## src/rtl/vedic_seq_mult_pkg.sv

```systemverilog
// Shared definitions for the sequential vedic multiplier: FSM encoding,
// digit width and the 2x2 vedic primitive used to build the 4x4 tile.
package vedic_seq_mult_pkg;

   localparam int DIGIT_W = 4;

   typedef enum logic [1:0] {
      ST_IDLE = 2'd0,
      ST_RUN  = 2'd1,
      ST_DONE = 2'd2
   } state_t;

   // Urdhva-tiryagbhyam on 2-bit digits: vertical, crosswise, vertical.
   function automatic logic [3:0] vedic_2x2(input logic [1:0] x, input logic [1:0] z);
      logic t1, t2, t3, c1;
      t1 = x[1] & z[0];
      t2 = x[0] & z[1];
      t3 = x[1] & z[1];
      c1 = t1 & t2;
      return {t3 & c1, t3 ^ c1, t1 ^ t2, x[0] & z[0]};
   endfunction

endpackage

```

## src/rtl/vedic_4x4.sv

```systemverilog
// Combinational 4x4 unsigned vedic multiplier tile built from four 2x2 blocks.
module vedic_4x4
   import vedic_seq_mult_pkg::*;
(
   input  logic [3:0] a,
   input  logic [3:0] b,
   output logic [7:0] p
);

   logic [3:0] q0, q1, q2, q3;
   logic [5:0] mid;

   assign q0 = vedic_2x2(a[1:0], b[1:0]);
   assign q1 = vedic_2x2(a[3:2], b[1:0]);
   assign q2 = vedic_2x2(a[1:0], b[3:2]);
   assign q3 = vedic_2x2(a[3:2], b[3:2]);

   // Everything above bit 1 of the product, aligned to p[7:2].
   assign mid = {2'b00, q1} + {2'b00, q2} + {4'b0000, q0[3:2]};

   assign p = {mid + {q3, 2'b00}, q0[1:0]};

endmodule

```

## src/rtl/vedic_seq_mult.sv

```systemverilog
// WIDTH x WIDTH unsigned multiplier that walks one vedic_4x4 tile over all
// digit pairs (N*N cycles) and shift-accumulates the partial products.
module vedic_seq_mult
   import vedic_seq_mult_pkg::*;
#(
   parameter int WIDTH = 16
) (
   input  logic                 clk,
   input  logic                 rst_n,
   input  logic                 in_valid,
   output logic                 in_ready,
   input  logic [WIDTH-1:0]     a,
   input  logic [WIDTH-1:0]     b,
   output logic                 out_valid,
   input  logic                 out_ready,
   output logic [2*WIDTH-1:0]   y,
   output logic                 busy
);

   localparam int N  = WIDTH / DIGIT_W;
   localparam int CW = $clog2(N);
   localparam logic [CW-1:0] LAST = CW'(N - 1);

   if ((WIDTH % DIGIT_W) != 0 || WIDTH < 8) begin : g_bad_width
      $error("vedic_seq_mult: WIDTH must be a multiple of 4 and at least 8");
   end

   state_t               state, state_nx;
   logic [WIDTH-1:0]     a_reg, b_reg;
   logic [2*WIDTH-1:0]   acc, pp_shift;
   logic [CW-1:0]        i_cnt, j_cnt;
   logic [DIGIT_W-1:0]   a_dig, b_dig;
   logic [7:0]           p;
   logic                 accept, last;

   // Handshakes: a transfer happens on a rising edge where valid and ready are
   // both high; a producer holds valid and data stable until that edge.
   assign in_ready  = rst_n && (state == ST_IDLE);
   assign out_valid = (state == ST_DONE);
   assign busy      = (state == ST_RUN);
   assign y         = acc;
   assign accept    = in_valid && in_ready;
   assign last      = (i_cnt == LAST) && (j_cnt == LAST);

   assign a_dig    = DIGIT_W'(a_reg >> (DIGIT_W * i_cnt));
   assign b_dig    = DIGIT_W'(b_reg >> (DIGIT_W * j_cnt));
   assign pp_shift = (2*WIDTH)'(p) << (DIGIT_W * (i_cnt + j_cnt));

   vedic_4x4 u_tile (
      .a (a_dig),
      .b (b_dig),
      .p (p)
   );

   always_comb begin
      state_nx = state;
      case (state)
         ST_IDLE: if (accept)    state_nx = ST_RUN;
         ST_RUN:  if (last)      state_nx = ST_DONE;
         ST_DONE: if (out_ready) state_nx = ST_IDLE;
         default:                state_nx = ST_IDLE;
      endcase
   end

   always_ff @(posedge clk) begin
      if (!rst_n) begin
         state <= ST_IDLE;
         a_reg <= '0;
         b_reg <= '0;
         acc   <= '0;
         i_cnt <= '0;
         j_cnt <= '0;
      end else begin
         state <= state_nx;
         case (state)
            ST_IDLE: begin
               if (accept) begin
                  a_reg <= a;
                  b_reg <= b;
                  acc   <= '0;
                  i_cnt <= '0;
                  j_cnt <= '0;
               end
            end
            ST_RUN: begin
               acc <= acc + pp_shift;
               // j is the inner digit index; both wrap to zero after the last pair.
               if (j_cnt == LAST) begin
                  j_cnt <= '0;
                  i_cnt <= (i_cnt == LAST) ? '0 : i_cnt + 1'b1;
               end else begin
                  j_cnt <= j_cnt + 1'b1;
               end
            end
            default: ;
         endcase
      end
   end

endmodule
```

## config.mk

```make
export PLATFORM = sky130hd
export DESIGN_NAME = vedic_seq_mult
export DESIGN_NICKNAME = d
export VERILOG_FILES = /design/src/rtl/vedic_seq_mult_pkg.sv /design/src/rtl/vedic_4x4.sv /design/src/rtl/vedic_seq_mult.sv
export SDC_FILE = /design/constraint.sdc
export NUM_CORES = 1
export LEC_CHECK = 0
export ABC_AREA = 1
export CAP_MARGIN = 5
export CORE_MARGIN = 2
export CORE_UTILIZATION = 35
export DETAILED_ROUTE_END_ITERATION = 16
export GPL_TIMING_DRIVEN = 0
export PLACE_DENSITY = 0.6
export SYNTH_ARGS = -nofsm -noshare
export SYNTH_HDL_FRONTEND = slang
export SYNTH_SLANG_ARGS = --single-unit
```

## constraint.sdc

```tcl
create_clock -name clk -period 14.3 [get_ports clk]
set_input_delay 2.86 -clock clk [delete_from_list [all_inputs] [get_ports clk]]
set_output_delay 2.86 -clock clk [all_outputs]
set_load 0.02 [all_outputs]
```

=== Word-level counts from Yosys, hierarchy flattened ===
Index checks and enable logic that the tools add are counted.

* Register bits after elaboration: 70
* Latch bits: 0
* RAM bits: 0
* Bits in read-only memories: 0
* Input bits: 36
* Memories kept: 0

* $add $sub $neg: 7
* Multiply operators: 0
* Divide/modulo/power cells: 0
* $lt $le $gt $ge: 0
* Equal/unequal tests: 8
* Shift-type cells: 3
* Muxes and demuxes: 12
* Bitwise operators: 32
* Reduce and logical (&&, ||, !) cells: 9

{| class="wikitable"
|+ Operator list
! cell !! count
|-
| one-hot mux 32 bit (2 select lines) || 1
|-
| adder 32 bit || 1
|-
| two-way mux 32 bit || 1
|-
| left shift 8 x 5 -> 32 bit || 1
|-
| >> shifter 16 x 4 -> 4 bit || 2
|-
| bitwise AND 1 bit || 24
|-
| two-way mux 2 bit || 7
|-
| one-hot mux 2 bit (2 select lines) || 2
|-
| XOR 1 bit || 8
|-
| adder 6 x 2 -> 6 bit || 1
|-
| adder 6 bit || 1
|-
| equality test 2 bit, second input constant || 3
|-
| inequality test 2 x 1 -> 1 bit, second input constant || 3
|-
| one-hot mux 2 bit (3 select lines) || 1
|-
| AND reduction 3 bit || 2
|-
| adder 4 x 4 -> 5 bit || 1
|-
| adder 2 x 1 -> 2 bit, second input constant || 2
|-
| AND reduction 2 bit || 2
|-
| adder 2 x 2 -> 3 bit || 1
|-
| logical AND 1 bit || 3
|-
| equality test 2 x 1 -> 1 bit, second input constant || 1
|-
| zero test 2 bit || 1
|-
| inequality test 2 bit, second input constant || 1
|-
| nonzero test 2 bit || 1
|}

=== Logic depth before layout (Yosys ltp) ===
* Depth in word-level cells: 10
* Depth in mapped cells: 35
* Depth with buffers taken out: 35

=== By module ===
Synthesis repeated with hierarchy kept, for this count alone.

* Cell total of the unflattened synthesis: 1009
* Area, all modules: 5938.2 sq um

{| class="wikitable"
|+ Modules (own cells, without submodules)
! module !! times used !! cells each !! area an instance (sq um) !! sequential area each (sq um)
|-
| vedic_seq_mult || 1 || 926 || 5426.5 || 1401.3
|-
| vedic_4x4 || 1 || 83 || 511.7 || 0.0
|}

=== Worst setup path before layout ===
OpenSTA, ideal clock, no wires.

* Path type: input -> output
* Start point: in rst_n
* End point: out in_ready
* Arrival time: 3.277 ns
* Required time: 11.440 ns
* Path slack: 8.163 ns
* Stages: 3
* Path buffers: 1
* Cell sequence: buf_4 inv_4 nor3_4

* Longest elaborated chain between the ends: 1

{| class="wikitable"
|+ Ends and longest elaborated chain
! element !! line !! source
|-
| start: declaration || vedic_seq_mult.sv:9 || <nowiki>input logic rst_n,</nowiki>
|-
| logical AND 1 bit || vedic_seq_mult.sv:38 || <nowiki>assign in_ready = rst_n && (state == ST_IDLE);</nowiki>
|-
| end: declaration || vedic_seq_mult.sv:11 || <nowiki>output logic in_ready,</nowiki>
|}

No other way between the ends.

=== Final worst setup path ===
Ends and elaborated chain as after synthesis.

==> results by group <==
Clocking
  – CTS tree: built
  – Sink Count: 70
  – Clk slew on worst S/H paths: 0.06 ns
  – Worst skew pair latency: 0.35 ns
  – Number of H-tree levels: 3
  – Postcts setup bufs: 0
  – Hold buffer count at cts: 0
  – CTS resizes: 0
  – CTS max path bufs: 2
  – TritonCTS Buffers: 9
  – Root buffer cell: clkbuf_16

STA
  – Hold Violations, Final: 0
  – Period utilisation layout: 47.6%
  – Hold slack final: 0.452 ns
  – Worst Skew: 0.0122 ns
  – Worst rel slew slack: 57.3%
  – Setup WS post-layout: 7.50 ns
  – Worst-Margin Slew: 0.640 ns
  – Max Fclk: 0.147 GHz
  – Slew Limit Fails: 0
  – Min Tclk post-route: 6.80 ns
  – TNS Setup: 0 ns
  – Setup violators final: 0
  – RSZ-0062 raised after global routing: false

Power
  – Max rail drop VDD: 0.0000745 V
  – Pleak: 3.12 nW
  – Overall power: 544 µW
  – Power per standard cell area: 79.2 mW/mm²

Floorplan
  – Row count: 46
  – Die W: 131 µm
  – Total core area: 0.0158 mm²
  – Initial core utilization: 35.6%
  – Total die area: 0.0171 mm²
  – Die Y: 131 µm
  – Top-Level Pins: 71

Placed design
  – Hpwl dp: 13,800 µm
  – Pre-CTS setup slack: 7.51 ns
  – Port Buf Inserts: 69
  – Placed Instances: 1,162
  – Placed standard-cell area: 0.00658 mm²
  – Routability congestion estimate: 0.984

Route
  – Post-DRT Antenna Nets: 0
  – DR DRC count: 0
  – Vias per inst: 4.98
  – Detailed Route WL: 16,800 µm
  – Vias: 5,872
  – WL/cell: 14.2 µm
  – Iter 0 DRT Violations: 320
  – DRT Pass-1 Iters: 5

Logic synthesis
  – Yosys warnings: 0
  – Syn_nets: 968
  – Register bit total from synthesis: 70
  – Mapped Cells: 877
  – Avg Inst Size Synth: 6.40 µm²
  – Top cells by area, synth: dfxtp_1 25%, nand2_1 15%, ha_1 11%
  – Yosys top cell by area: dfxtp_1
  – Post-Syn Area: 0.00562 mm²
  – Post-synth EDFFs: 0
  – Synth top area share: 24.9%
  – Netlist cell types: 48
  – Synth async-reset ratio: 0%
  – Main synth FF type: dfxtp_1
  – Sequential share of the synthesized area: 24.9%

Finish
  – Fin util: 43.5%
  – Antenna Cells: 0
  – Finished Layout Cells: 1,178
  – Layout cell share with drive strength beyond 1: 8.32%
  – Design Area, Final: 0.00687 mm²
  – Max reg flops: 32
  – Synth-to-layout area growth: 22.2%
  – Final net count: 1,048

Critical path
  – Crit path DAT: 3.94 ns
  – CP startpoint kind: primary input
  – Worst Setup End Kind: primary output
  – Worst-path fanout max: 10
  – Worst EP required: 11.44 ns
  – Crit path kind: primary input to primary output

Global routing
  – Vias in the first global route: 5,566
  – Gr ovfl total: 0
  – Largest net degree at the start of global routing: 16
  – Initial antenna violation count: 0
  – Total GRT Usage: 20.8%
  – First-pass GRT wire length: 27,400 µm

Flow run
  – Max-cap check violation count: 0

Outcome
  – Status: completed

Hold path
  – Min-delay worst type: flip-flop to flip-flop
[final timing paths]
path	start	to	slack, ns	cells past startpoint
hold reg to reg	a_reg[3]	a_reg[3]	0.45	2
setup / recovery	rst_n	in_ready	7.50	4
hold / removal	a_reg[3]	a_reg[3]	0.45	2
setup reg to reg	i_cnt[0]	y[27]	8.45	32
[Yosys cell counts, types with 2 or more instances]
library cell / n
a21o_1: 5
a21oi_1: 108
a21oi_2: 7
a31oi_1: 4
a32oi_1: 2
and2_1: 3
buf_1: 2
buf_2: 11
buf_4: 3
clkbuf_1: 11
dfxtp_1: 70
fa_1: 4
ha_1: 51
inv_1: 77
inv_2: 8
nand2_1: 228
nand2_2: 11
nand2_4: 3
nand3_1: 57
nand3_2: 2
nand3b_1: 4
nand4_1: 9
nor2_1: 94
nor2_2: 4
nor2_4: 2
nor3_1: 6
o21ai_0: 48
o21ai_1: 10
o21bai_1: 6
o22ai_1: 3
or2_2: 4
xnor2_1: 2
xor2_1: 3
[cells in the final DEF (no fill, tap or decap), drive strengths merged, types with 3 or more instances in the layout]
cell type        n
dfxtp           70
inv             90
o22ai            3
fa               4
nand4            9
or2              6
o21bai           7
a31oi            4
clkdlybuf4s50   69
ha              51
a21o             5
o21ai           59
nand3b           5
nor3             8
nor2           100
clkbuf          20
xor2             3
nand2          242
buf             16
a21oi          116
and2             4
nand3           59
[critical path, stage by stage]
cell and delay, ns:
buf_4 0.14, inv_4 0.09, nor3_4 0.20, clkdlybuf4s50_1 0.65
[layout make-up]
type / instances / area [µm²]
fill: 1729 / 8900
multi-input combinational: 694 / 3760
sequential: 70 / 1400
timing repair buffer: 69 / 691
inverter: 86 / 325
tap: 216 / 270
clock buffer: 9 / 225
buffer: 27 / 126
clock inverter: 7 / 62.6
[kinds of logic after synthesis]
kind of cell               Yosys count  share of synthesized area, %
and+or+nand+nor                    434                          33.6
adders and majority gates           55                          12.8
AOI/OAI and AO/OA                  200                          19.8
DFF                                 70                          24.9
buffers and inverters              113                          8.04
xor gates and xnor gates             5                         0.780
[power breakdown]
group / internal [mW] / switching, mW
registers: 0.205 / 0.00595
logic: 0.0397 / 0.0720
clock network: 0.121 / 0.100
[layer usage]
metal | global-route usage (%) | routed length [µm] | share of wire, %
met1 | 26.2 | 7680 | 46
met2 | 35.8 | 7980 | 48
met3 | 3.58 | 660 | 3.9
met4 | 7.26 | 441 | 2.6
met5 | 0 | 0 | 0
(Power assumes the default switching activity.)
